==> src/rtl/kamacore_muldiv_ctrl.sv <==
// kamacore_muldiv_ctrl: RV32M multiply/divide sequencer for the EX stage.
// Iterative shift-add multiply and restoring divide on operand magnitudes,
// with sign fix-up applied to the final value and written to result.
// Build option: define KAMACORE_MUL_FAST_EN to compute MUL* combinationally
// in a single cycle (IDLE->DONE); DIV* stays iterative in both builds.
module kamacore_muldiv_ctrl #(
    parameter int CPU_WIDTH = 32
) (
    input  logic                 clk,
    input  logic                 rst,
    input  logic                 start,
    input  logic [2:0]           funct3,
    input  logic [CPU_WIDTH-1:0] op_a,
    input  logic [CPU_WIDTH-1:0] op_b,
    input  logic                 flush,
    output logic                 stall,
    output logic                 busy,
    output logic                 done,
    output logic [CPU_WIDTH-1:0] result
);
    localparam int W = CPU_WIDTH;

    typedef enum logic [1:0] {IDLE, MUL, DIV, DONE} state_t;

    state_t         state;
    logic [5:0]     cnt;
    logic [1:0]     f3;        // low funct3 bits pick low/high product and quo/rem
    logic [W-1:0]   a_raw;     // dividend as issued, returned as REM on divide by zero
    logic [W-1:0]   mcand;     // multiplicand magnitude (MUL) or divisor magnitude (DIV)
    logic [W-1:0]   acc_hi;    // product high half / partial remainder
    logic [W-1:0]   acc_lo;    // multiplier bits / dividend shifting into quotient
    logic           a_neg, b_neg, div_zero, div_ovf;

    // Operand decode at issue: which operands are signed, their magnitudes
    logic           a_signed_in, b_signed_in, a_neg_in, b_neg_in;
    logic [W-1:0]   a_mag_in, b_mag_in;
    always_comb begin
        a_signed_in = (funct3 != 3'b011) && (funct3 != 3'b101) && (funct3 != 3'b111);
        b_signed_in = a_signed_in && (funct3 != 3'b010);
        a_neg_in    = a_signed_in && op_a[W-1];
        b_neg_in    = b_signed_in && op_b[W-1];
        a_mag_in    = a_neg_in ? -op_a : op_a;
        b_mag_in    = b_neg_in ? -op_b : op_b;
    end

    // One iteration step for each datapath, plus the sign-corrected final values
    logic [W:0]     mul_sum, div_sh, div_diff;
    logic           div_ge;
    logic [W-1:0]   mul_hi, mul_lo, div_hi, div_lo, quo_s, rem_s;
    logic [2*W-1:0] prod, prod_s;
    logic [W-1:0]   mul_res, div_res, div_spec;
    always_comb begin
        mul_sum  = {1'b0, acc_hi} + (acc_lo[0] ? {1'b0, mcand} : '0);
        mul_hi   = mul_sum[W:1];
        mul_lo   = {mul_sum[0], acc_lo[W-1:1]};
        div_sh   = {acc_hi, acc_lo[W-1]};
        div_diff = div_sh - {1'b0, mcand};
        div_ge   = ~div_diff[W];
        div_hi   = div_ge ? div_diff[W-1:0] : div_sh[W-1:0];
        div_lo   = {acc_lo[W-2:0], div_ge};
        prod     = {mul_hi, mul_lo};
        prod_s   = (a_neg ^ b_neg) ? -prod : prod;
        mul_res  = (f3 == 2'b00) ? prod_s[W-1:0] : prod_s[2*W-1:W];
        quo_s    = (a_neg ^ b_neg) ? -div_lo : div_lo;
        rem_s    = a_neg ? -div_hi : div_hi;
        div_res  = f3[1] ? rem_s : quo_s;
        // Divide by zero wins; overflow only possible with op_b = -1 so never overlaps
        if (div_zero) div_spec = f3[1] ? a_raw : '1;
        else          div_spec = f3[1] ? '0 : {1'b1, {(W-1){1'b0}}};
    end

`ifdef KAMACORE_MUL_FAST_EN
    // Single-cycle product straight from the issue operands
    logic [2*W-1:0] fprod, fprod_s;
    logic [W-1:0]   fast_res;
    always_comb begin
        fprod    = {{W{1'b0}}, a_mag_in} * {{W{1'b0}}, b_mag_in};
        fprod_s  = (a_neg_in ^ b_neg_in) ? -fprod : fprod;
        fast_res = (funct3[1:0] == 2'b00) ? fprod_s[W-1:0] : fprod_s[2*W-1:W];
    end
`endif

    // Hold the pipeline while a request is being accepted or iterating
    assign stall = ((state == IDLE) && start && !flush) || (state == MUL) || (state == DIV);

    // Control FSM and datapath registers
    always_ff @(posedge clk) begin
        if (rst) begin
            state    <= IDLE;
            busy     <= 1'b0;
            done     <= 1'b0;
            result   <= '0;
            cnt      <= '0;
            f3       <= '0;
            a_raw    <= '0;
            mcand    <= '0;
            acc_hi   <= '0;
            acc_lo   <= '0;
            a_neg    <= 1'b0;
            b_neg    <= 1'b0;
            div_zero <= 1'b0;
            div_ovf  <= 1'b0;
        end else if (flush) begin
            state <= IDLE;
            busy  <= 1'b0;
            done  <= 1'b0;
        end else begin
            case (state)
                IDLE: begin
                    done <= 1'b0;
                    if (start) begin
                        cnt      <= '0;
                        f3       <= funct3[1:0];
                        a_raw    <= op_a;
                        a_neg    <= a_neg_in;
                        b_neg    <= b_neg_in;
                        acc_hi   <= '0;
                        div_zero <= (op_b == '0);
                        div_ovf  <= !funct3[0] && (op_a == {1'b1, {(W-1){1'b0}}}) && (op_b == '1);
                        if (funct3[2]) begin
                            state  <= DIV;
                            busy   <= 1'b1;
                            acc_lo <= a_mag_in;
                            mcand  <= b_mag_in;
                        end else begin
`ifdef KAMACORE_MUL_FAST_EN
                            result <= fast_res;
                            done   <= 1'b1;
                            state  <= DONE;
`else
                            state  <= MUL;
                            busy   <= 1'b1;
                            acc_lo <= b_mag_in;
                            mcand  <= a_mag_in;
`endif
                        end
                    end
                end
                MUL: begin
                    acc_hi <= mul_hi;
                    acc_lo <= mul_lo;
                    if (cnt == 6'(W-1)) begin
                        result <= mul_res;
                        busy   <= 1'b0;
                        done   <= 1'b1;
                        state  <= DONE;
                    end else begin
                        cnt <= cnt + 6'd1;
                    end
                end
                DIV: begin
                    if (div_zero || div_ovf) begin
                        result <= div_spec;
                        busy   <= 1'b0;
                        done   <= 1'b1;
                        state  <= DONE;
                    end else begin
                        acc_hi <= div_hi;
                        acc_lo <= div_lo;
                        if (cnt == 6'(W-1)) begin
                            result <= div_res;
                            busy   <= 1'b0;
                            done   <= 1'b1;
                            state  <= DONE;
                        end else begin
                            cnt <= cnt + 6'd1;
                        end
                    end
                end
                default: begin
                    done  <= 1'b0;
                    state <= IDLE;
                end
            endcase
        end
    end
endmodule

==> config.mk <==
export PLATFORM = sky130hd
export DESIGN_NAME = kamacore_muldiv_ctrl
export DESIGN_NICKNAME = d
export VERILOG_FILES = /design/src/rtl/kamacore_muldiv_ctrl.sv
export SDC_FILE = /design/constraint.sdc
export NUM_CORES = 1
export LEC_CHECK = 0
export CAP_MARGIN = 20
export CORE_UTILIZATION = 48
export DETAILED_ROUTE_END_ITERATION = 10
export GPL_TIMING_DRIVEN = 0
export HOLD_SLACK_MARGIN = 0.06
export PLACE_DENSITY = 0.66
export RECOVER_POWER = 100
export REMOVE_ABC_BUFFERS = 1
export SKIP_LAST_GASP = 1
export SLEW_MARGIN = 40
export SYNTH_ARGS = -nofsm -noshare
export SYNTH_HDL_FRONTEND = slang
export SYNTH_SLANG_ARGS = --single-unit
==> constraint.sdc <==
create_clock -name clk -period 5.7 [get_ports clk]
set_input_delay 1.425 -clock clk [delete_from_list [all_inputs] [get_ports clk]]
set_output_delay 1.425 -clock clk [all_outputs]
set_load 0.01 [all_outputs]
# == Word-level counts from Yosys, hierarchy flattened ==
# Cells that the tools add are included.
# word_totals
ff_bits,176
inputBits,71
out_inout_bits,35
word_cells,102
# op_classes
add_sub_neg,8
eq_ne,13
muxes,40
bitwise,3
n_reduce_logical,24
# ops
cell,n
$mux 32,20
$pmux 32 s3,2
$neg 32->32,4
$eq 32x32->1 const B,2
$mux 64,1
$neg 64->64,1
$pmux 32 s2,1
$add 32x32->33,1
$sub 33x32->33,1
$logic_not 32->1,1
$mux 6,3
$pmux 6 s3,1
$logic_and 1x1->1,9
$mux 2,4
$reduce_and 4->1,2
$add 6x1->6 const B,1
$eq 6x5->1 const B,1
$ne 3x2->1 const B,2
$ne 3x3->1 const B,2
$pmux 2 s3,1
$mux 1,5
$logic_not 2->1,2
$ne 2x2->1 const B,2
$logic_or 1x1->1,3
14 further kinds,16

# == Longest topological paths before layout ==
# logic_depth
word_depth,9
ltp_mapped,23
depth_no_buf,20

# == Worst setup path before layout ==
# Ideal clock, no wire load.
# synth_timing
path_type,reg2reg
startpoint,register acc_lo[31]
endpoint,register result[30]
setup_ps,117
t_arrival_ps,5029
required_time_ps,5583
slack_ps,554
stages_incl_launch_ff,24
path_buffers,3
period_less_slack_ps,5146
cell_sequence,dfxtp_1 inv_1 ha_1 fa_1 nand2b_4 a211oi_4 o211ai_2 o31ai_4 a41oi_4 xnor2_4 inv_4 buf_6 clkbuf_1 buf_2 nor2_1 a21oi_1 ha_1 nand3_1 mux2i_4 o2111ai_4 o41ai_2 xor2_1 o221ai_1 a32o_1
# synth_via
elab_chain_cells,8
word_cells_on_any_way,15
classes_between,add/sub: 4; mux: 10; bitwise: 1
# synth_lines
item,line_no,rtl
start: declaration,31,logic [W-1:0] acc_lo;
start signal: assignment,123,acc_lo <= a_mag_in;
start signal: assignment,133,acc_lo <= b_mag_in;
start signal: assignment,141,acc_lo <= mul_lo;
$sub 33x32->33,57,"div_diff = div_sh - {1'b0, mcand};"
$mux 32 or $not 1->1 (tied branches),"59, 58",
$neg 32->32 (on tied branches),"65, 64",
$mux 32 (on tied branches),"65, 64",
$mux 32,66,div_res = f3[1] ? rem_s : quo_s;
$mux 32,160,if (cnt == 6'(W-1)) begin
$mux 32,152,if (div_zero || div_ovf) begin
$pmux 32 s2 *,108,case (state)
end signal: assignment,143,result <= mul_res;
end signal: assignment,153,result <= div_spec;
end signal: assignment,161,result <= div_res;
end: declaration,19,output logic [CPU_WIDTH-1:0] result
# Every way passes the cells marked *; elsewhere a longest branch is shown, timed or not. The select of a mux whose other input is x is not followed.
# A chain may end at the register's enable or synchronous reset.

# == Worst setup path after layout ==
# layout_timing
startpoint,register acc_lo[31]
endpoint,register result[26]
# The elaborated chain is that of the path after synthesis.

==> results.cfg <==
[drt]
ant_nets = 0
firstDrtPassIters = 6
drt_wl_total_um = 67900
drc = 0
routedWlPerCell_um = 22.4
vias_per_cell = 6.41
drt-initial-drc-count = 1964
vias = 19400

[setup_path]
path_delay_family = compound AO/OA/AOI/OAI gates
path_buf_inv = 3
worst_setup_path_end_kind = flip-flop
path_cells = clkinvlp_4 -> ha_1 -> fa_1 -> nand2b_4 -> a211oi_4 -> o211ai_2 -> o31ai_4 -> a41oi_4 -> xnor2_1 -> buf_12 -> inv_16 -> a21oi_1 -> ha_2 -> nand3_1 -> mux2i_4 -> o2111ai_4 -> o41ai_2 -> xor2_1 -> o221ai_1 -> a22o_1
critical-path-max-stage-delay_ns = 0.45
start_kind = flip-flop
crit_arrival_ns = 5.91
crit_type = reg2reg
critPathRequiredTime_ns = 6.04
critPathSlowestCell = dfxtp_4
crit_fanout = 51

[finish]
seq_area_sq_mm = 0.00353
drive_gt1_share_pct = 5.69
nNetsFinal = 2702
area_growth_pct = 11.3
diodes = 0
fillers = 3675
multi_input_area_sq_mm = 0.0135

[clock_tree]
clk_latency_ns = 0.44
cts_made_buffers = 17
holdBufCountCts = 0
cts_tree = done
clk_pin_slew_ns = 0.07
clockBufferDepth = 2
htreeDepth = 4
cts_root_buffer = clkbuf_16
cts.sinks = 176

[timing]
hold_viol_final = 0
fmax_mhz = 180
rsz0062_at_grt = no
relSlewSlack_pct = -20.3
setup_viol = 0
fin_ws_ns = 0.131
fin_crit_sh_pct = 97.7
final.setup_skew_ns = 0.00982
report.final.slew_viol_count = 61
period_minus_slack_ns = 5.57
worst_pin_slew_ns = 1.79

[place]
place_congestion = 0.932
post-dp-hpwl_um = 52200
port_buffers = 105
pre_cts_slack_ns = -0.795

[yosys]
yosys.area.top_type = dfxtp_1
synth_seq_cells = 176
ys.flop_type = dfxtp_1
synth.area.top_cells = dfxtp_1, nand2_1, a21oi_1
netlist_area_sq_mm = 0.0180
yosysTopAreaCellShare_pct = 19.6
yosys_warnings = 0
ys_types = 101
yosysMostFrequentCell = nand2_1
synthTopCellsByCount = nand2_1, nor2_1, a21oi_1, dfxtp_1, clkbuf_1
synth-async-reset-ratio_pct = 0
syn_inst = 2579
synth_edf_count = 0
ys_seq_area_share_pct = 19.6
syn_area_per_cell_sq_um = 6.96

[global_routing]
antenna_found_initial = 0
gr-usage-all-layers_pct = 35.0
grt_pass1_vias = 17900
gr-total-overflow = 0
grt_first_pass_wirelength_um = 104000
grt_start_max_net_pins = 70

[floorplanning]
ios = 106
dieArea_sq_mm = 0.0382
initial_core_util_pct = 48.9
die_h_um = 195
die_w_um = 195
floorplan.core_area_sq_mm = 0.0367
core.rowCount = 70

[job]
cap_violations = 2

[status]
violations = max-capacitance violations, max-slew violations
status = finished with violations

[pwr]
p_leak_nw = 7.49
power.total_w = 0.00395
p_per_area_mw_per_mm2 = 198
ir_drop_v = 0.000189

[hold_path]
hp-class = reg2reg
## flip-flops by register name, indices dropped and copies added, names as in the netlist, 2 cells and up
register,cells
acc_lo,32
a_raw,32
state,2
result,32
mcand,32
cnt,6
f3,2
acc_hi,32
## report_power, final
part / switching, W / leakage [nW] / internal (W)
registers: 0.0000994 / 1.44 / 0.00129
clock network: 0.000547 / 0.254 / 0.000613
logic: 0.000864 / 5.80 / 0.000536
total: 0.00151 / 7.49 / 0.00244
## per-stage QoR
| stage | util [%] | instances | instance area [sq um] | hold WS (ns) | TNS, ns |
|---|---|---|---|---|---|
| 2_1_floorplan | - | 2392 | 17200 | 0.425 | 0 |
| 3_3_place_gp | 51.4 | 2965 | 18800 | 0.440 | -279.58 |
| 3_5_place_dp | 52.8 | 2991 | 19400 | 0.445 | -7.08 |
| 4_1_cts | 54.5 | 3025 | 20000 | 0.454 | -0.00678 |
| 5_1_grt | 54.4 | 3032 | 20000 | 0.468 | 0 |
| 6_report | 54.4 | 3032 | 20000 | 0.452 | 0 |
## worst paths after layout
path	start	to	slack (ns)	cells after the start
worst max-delay path	acc_lo[31]	result[26]	0.13	20
worst min-delay path	result[9]	result[9]	0.45	2
worst min register to register	result[9]	result[9]	0.45	2
worst max register to register	acc_lo[31]	result[26]	0.13	20
## metal layers
layer | up-vias | routed length [um] | track usage, % | part of all wire (%)
met3 | 135 | 5780 | 5.18 | 8.5
li1 | 9307 | - | - | -
met1 | 9111 | 30400 | 49.0 | 45
met4 | 0 | 2760 | 14.2 | 4.1
met5 | - | 0 | 0 | 0
met2 | 896 | 28900 | 53.4 | 43
## placed cells by master, fill, tap and decap left out, drive strengths merged, types with 33 or more instances in the layout
cell type      netlist  routed
nand2              343     343
nor2               291     291
a21oi              259     259
dfxtp              176     176
o21ai              164     164
xnor2              131     131
nor3                85      85
xor2                80      80
inv                 77      78
ha                  76      76
clkdlybuf4s50        0      64
o211ai              62      62
mux2i               48      48
a22oi               46      46
a211oi              44      44
dlygate4sd3          0      39
nor4                33      33
buf                 27      33
## cells by family (layout without fill, tap and decap cells)
logic type	Yosys count	in the layout	synth area share, %
compound gates	836	836	31.1
xor+xnor	211	211	10.4
fa+ha+maj	78	78	5.52
buf+inv	266	251	5.84
flops	176	176	19.6
mux	55	55	3.20
simple gates	957	957	24.3
## what timing repair did
item | CTS | global route
pin swaps | 2 | 5
resized for setup | 8 | 9
setup buffers | 4 | 6
setup endpoints to repair | 19 | 8
## worst register-to-register path, delay by kind of cell (launching register included)
kind            cells  cell delay (ns)
compound gates      9             2.41
fa+ha+maj           3             0.96
xor+xnor            2             0.65
flops               1             0.45
buf+inv             3             0.40
simple gates        2             0.33
mux                 1             0.27
## area by class of cell
type                    instances  area share (%)
clock buffers                  19            2.22
flip-flops and latches        176            17.7
well taps                     468            2.93
multi-input cells            2137            67.5
inverters                      79            1.64
repair buffers                142            7.50
clock inverters                11           0.539
No activity file was read; power rests on OpenSTA's default activity.
